**src/rtl/knight_rider_scanner.sv**
```systemverilog
// Bouncing-light scanner: one lit LED walks MSB-ward then LSB-ward, one step per period.
// Define KNIGHT_RIDER_TRAIL_EN to also light the previously visited position.
module knight_rider_scanner #(
    parameter int unsigned LED_WIDTH = 8,
    parameter int unsigned CNT_WIDTH = 32
) (
    input  logic                 aclk,
    input  logic                 aresetn,
    input  logic                 enable,
    input  logic [CNT_WIDTH-1:0] period,
    output logic [LED_WIDTH-1:0] led,
    output logic                 tick,
    output logic                 dir
);

    localparam int unsigned PosW = (LED_WIDTH > 1) ? $clog2(LED_WIDTH) : 1;
    localparam logic [PosW-1:0] PosTop = PosW'(LED_WIDTH - 1);

    typedef enum logic [1:0] {StIdle, StUp, StDown} state_e;

    state_e                state_q;
    state_e                state_step;
    logic [CNT_WIDTH-1:0]  cnt_q;
    logic [CNT_WIDTH-1:0]  last_cnt;
    logic [PosW-1:0]       pos_q;
    logic [PosW-1:0]       pos_step;
    logic                  dir_step;
    logic                  started_q;
    logic                  match;
    logic [LED_WIDTH-1:0]  led_d;
`ifdef KNIGHT_RIDER_TRAIL_EN
    logic [PosW-1:0]       trail_q;
    logic                  trail_vld_q;
`endif

    // Period 0 behaves like period 1; >= lets a shrinking period match at once.
    assign last_cnt = (period == '0) ? '0 : period - CNT_WIDTH'(1);
    assign match    = (cnt_q >= last_cnt);

    always_comb begin
        pos_step   = pos_q;
        dir_step   = dir;
        state_step = state_q;
        if (state_q == StUp) begin
            if (pos_q < PosTop) begin
                pos_step = pos_q + PosW'(1);
            end else begin
                pos_step   = PosTop - PosW'(1);
                dir_step   = 1'b1;
                state_step = StDown;
            end
        end else begin
            if (pos_q > '0) begin
                pos_step = pos_q - PosW'(1);
            end else begin
                pos_step   = PosW'(1);
                dir_step   = 1'b0;
                state_step = StUp;
            end
        end
    end

    always_comb begin
        led_d = '0;
        if (started_q) begin
            led_d[pos_q] = 1'b1;
        end
`ifdef KNIGHT_RIDER_TRAIL_EN
        if (trail_vld_q) begin
            led_d[trail_q] = 1'b1;
        end
`endif
    end

    always_ff @(posedge aclk or negedge aresetn) begin
        if (!aresetn) begin
            state_q   <= StIdle;
            cnt_q     <= '0;
            pos_q     <= '0;
            dir       <= 1'b0;
            tick      <= 1'b0;
            led       <= '0;
            started_q <= 1'b0;
`ifdef KNIGHT_RIDER_TRAIL_EN
            trail_q     <= '0;
            trail_vld_q <= 1'b0;
`endif
        end else begin
            led  <= led_d;
            tick <= 1'b0;
            case (state_q)
                StIdle: begin
                    cnt_q <= '0;
                    if (enable) begin
                        started_q <= 1'b1;
                        state_q   <= dir ? StDown : StUp;
                    end
                end
                default: begin
                    if (!enable) begin
                        state_q <= StIdle;
                        cnt_q   <= '0;
`ifdef KNIGHT_RIDER_TRAIL_EN
                        trail_vld_q <= 1'b0;
`endif
                    end else if (match) begin
                        cnt_q   <= '0;
                        tick    <= 1'b1;
                        pos_q   <= pos_step;
                        dir     <= dir_step;
                        state_q <= state_step;
`ifdef KNIGHT_RIDER_TRAIL_EN
                        trail_q     <= pos_q;
                        trail_vld_q <= 1'b1;
`endif
                    end else begin
                        cnt_q <= cnt_q + CNT_WIDTH'(1);
                    end
                end
            endcase
        end
    end

endmodule

```
**config.mk**
```make
export PLATFORM = sky130hd
export DESIGN_NAME = knight_rider_scanner
export DESIGN_NICKNAME = d
export VERILOG_FILES = /design/src/rtl/knight_rider_scanner.sv
export SDC_FILE = /design/constraint.sdc
export NUM_CORES = 1
export LEC_CHECK = 0
export ABC_CLOCK_PERIOD_IN_PS = 3200
export BUFFER_PORTS_ARGS = -buffer_cell sky130_fd_sc_hd__buf_2
export CAP_MARGIN = 20
export CORE_AREA = 2 2 99 101
export DETAILED_ROUTE_END_ITERATION = 8
export DIE_AREA = 0 0 101 103
export SYNTH_ARGS = -nofsm -noshare
export SYNTH_HDL_FRONTEND = slang
export SYNTH_SLANG_ARGS = --single-unit
```
**constraint.sdc**
```tcl
create_clock -name aclk -period 3.2 [get_ports aclk]
set_input_delay 0.48 -clock aclk [delete_from_list [all_inputs] [get_ports aclk]]
set_output_delay 0.48 -clock aclk [all_outputs]
set_load 0.05 [all_outputs]
```
==> impl_results.md <==
- GP Congestion: 0.830
- Register area share after synthesis: 33.1%
- TritonCTS clock tree: done
- First-pass GRT wire length: 14.3 mm
- Post-synthesis async set-or-reset flop share: 100%
- R2R cell count: 9
- Critical path fanouts, max: 5
- P per Cell Area: 308 mW/mm²
- Reg clk slew, reported paths: 0.09 ns
- Post-synth top area share: 33.1%
- Final Critical Period: 4.07 ns
- Cell variety after synth: 44
- H-tree Lvls: 2
- Worst EP arrival: 4.26 ns
- Drt via density: 5.22
- P_leak: 2.32 nW
- Detail Route Antenna Nets: 0
- TNS Setup: -31.68 ns
- Number of global-route vias before repair: 3,283
- Die area: 0.0104 mm²
- Die Ht: 103 µm
- # IOs: 45
- FP Rows: 36
- Worst slew pin tran: 0.807 ns
- DP Worst Slack: -1.24 ns
- 1st-iter DRT viols: 82
- Final-layout fill cell count: 902
- Final cell count without fillers: 656
- TritonCTS Buffers: 5
- Worst Hold Class: in2async
- CP max-delay cell: or4_4
- Clk sink count: 48
- Fin area: 0.00483 mm²
- Top_reg_cell synth: dfrtp_1
- Starting Density: 38.3%
- Synthesized flop and latch total: 48
- Post-placement cell area: 0.00443 mm²
- Die width: 101 µm
- Setup violations, final: 39
- Leading area contributor after synthesis: dfrtp_1
- Final hold viol count: 0
- Input/output buffers: 44
- RSZ-0062 raised after global routing: true
- Initial antenna violation count: 0
- Most frequent cells in the layout: nand2_1, buf_4, dfrtp_1
- WP depth: 15
- Max-slew headroom: 45.7%
- Worst Path Class, Setup: in2reg
- Final wirelength: 8.75 mm
- Outcome: finished with violations
- Vias after detailed routing: 3,427
- Largest net degree at the start of global routing: 49
- Core area: 0.00946 mm²
- Max-slew violation count: 0
- Hold-fix buffers, CTS: 0
- Fmax: 246 MHz
- Critical path cell sequence: buf_6 > or4_4 > or4_4 > or3_4 > or4_4 > xnor2_2 > nand2_1 > ha_4 > nand4_1 > nor4_2 > nand4_1 > a31oi_4 > buf_6 > o31ai_2 > mux2_2
- Worst EP required: 3.39 ns
- Placed Cells: 639
- Dpl hpwl: 6.70 mm
- Final period util: 127%
- Layout cells sized above 1: 29.2%
- Mapped Area: 0.00362 mm²
- CP endpoint kind: register
- Commonest non-fill, non-tap cell in the layout: nand2_1
- Global route overflow: 0
- Post-route setup slack: -0.868 ns
- Synthesis Warnings: 0
- CP top delay family: simple AND/OR/NAND/NOR gates
- Crit path launch type: input port
- WL/cell: 13.3 µm
- Nets: 615
- N_diodes: 0
- Largest cells by area after synthesis: dfrtp_1, ha_1, xor2_1, nand2_1, nor2_1
- Critical path buffers and inverters: 2
- Mean Syn Cell Area: 8.45 µm²
- DRC viols: 0
- Syn Nets: 503
- 1st-pass router iterations: 4
- Worst stage delay on the critical path: 0.55 ns
- Synth-to-layout area growth: 33.3%
- Failing checks: negative setup slack
- Clk_lat worst skew: 0.30 ns
- Post-Synthesis Cells: 429
- MaxCap Viol Count: 0
- Final Skew: 0.00851 ns
- Root buf cell: clkbuf_8
- CP most frequent cell: or4_4
- VDD IR-drop max: 0.000237 V
- Number of synthesized flops with an enable pin: 0
- Gr usage total: 16.8%
- Clk buf depth: 2
cell type report:
class	count	area, µm²	share of cell area [%]
inverters	13	48.8	1.01
repair buffers	113	820	17.0
flip-flops and latches	48	1200	24.9
clock buffers	7	86.3	1.79
clock inverters	1	7.51	0.155
well taps	114	143	2.95
multi-input cells	360	2520	52.3
cells by family after synthesis:
logic type / synth area share [%]
AO/OA/AOI/OAI: 7.60
XOR/XNOR: 13.3
adder cells (fa/ha/maj): 13.5
buffers and inverters: 2.18
flip-flops: 33.1
multiplexers: 1.97
AND/OR/NAND/NOR: 28.4
synthesized netlist by cell type (2+ instances only):
| master | instances |
|---|---|
| a21o_1 | 2 |
| a21oi_1 | 17 |
| a31oi_1 | 2 |
| and2_1 | 2 |
| and3_1 | 4 |
| and4_1 | 3 |
| clkbuf_1 | 7 |
| dfrtp_1 | 48 |
| ha_1 | 39 |
| inv_1 | 13 |
| mux2i_1 | 6 |
| nand2_1 | 67 |
| nand2b_1 | 3 |
| nand3_1 | 14 |
| nand4_1 | 13 |
| nor2_1 | 61 |
| nor2b_1 | 3 |
| nor3_1 | 14 |
| nor4_1 | 8 |
| o21a_1 | 2 |
| o21ai_0 | 11 |
| o31ai_1 | 3 |
| or3_1 | 9 |
| or4_1 | 5 |
| or4_4 | 3 |
| xnor2_1 | 16 |
| xor2_1 | 37 |
state kept, by name, summed over array words and instances (netlist names):
| name | flops |
|---|---|
| started_q | 1 |
| dir | 1 |
| tick | 1 |
| state_q | 2 |
| pos_q | 3 |
| led | 8 |
| cnt_q | 32 |
report_power, final:
part | switching (mW) | internal, mW
Combinational | 0.238 | 0.215
Sequential | 0.0370 | 0.625
Clock | 0.196 | 0.176
Total | 0.470 | 1.02
metal layers:
| metal | vias to the layer above | track usage [%] | wire length, µm |
|---|---|---|---|
| met3 | 12 | 1.69 | 251 |
| met4 | 0 | 4.78 | 131 |
| li1 | 1721 | - | - |
| met5 | - | 0 | 0 |
| met2 | 70 | 29.7 | 4220 |
| met1 | 1624 | 22.0 | 4140 |
worst paths after layout:
path | startpoint | end | slack [ns]
worst max-delay path | period[17] | state_q[0] | -0.87
worst min register to register | started_q | started_q | 0.50
worst max register to register | cnt_q[0] | state_q[0] | 0.58
max in group asynchronous | aresetn | cnt_q[20] | 2.61
min in group aclk | enable | started_q | 0.46
worst min-delay path | aresetn | cnt_q[4] | 0.09
worst reg2reg max path, stage by stage, from the launching register on:
cell       delay, ns
dfrtp_1         0.46
inv_1           0.09
ha_1            0.28
nand2b_1        0.13
a2111oi_0       0.39
or4_1           0.23
a31oi_4         0.13
buf_6           0.15
o31ai_2         0.29
mux2_2          0.37
stage by stage:
stage	power, mW	hold WS [ns]	utilization [%]
floorplan	0.894	0.184	-
CTS	1.42	0.403	49.1
detailed placement	1.01	0.478	46.9
global placement	0.999	0.475	46.9
global route	1.58	0.0948	51.1
finish	1.49	0.0858	51.1
timing repair:
item / 4_1_cts / 5_1_grt
gates cloned: 0 / 1
setup buffers: 6 / 1
pin swaps: 10 / 12
gates resized for setup: 19 / 35
setup endpoints to repair: 39 / 39
(Power assumes the default switching activity.)
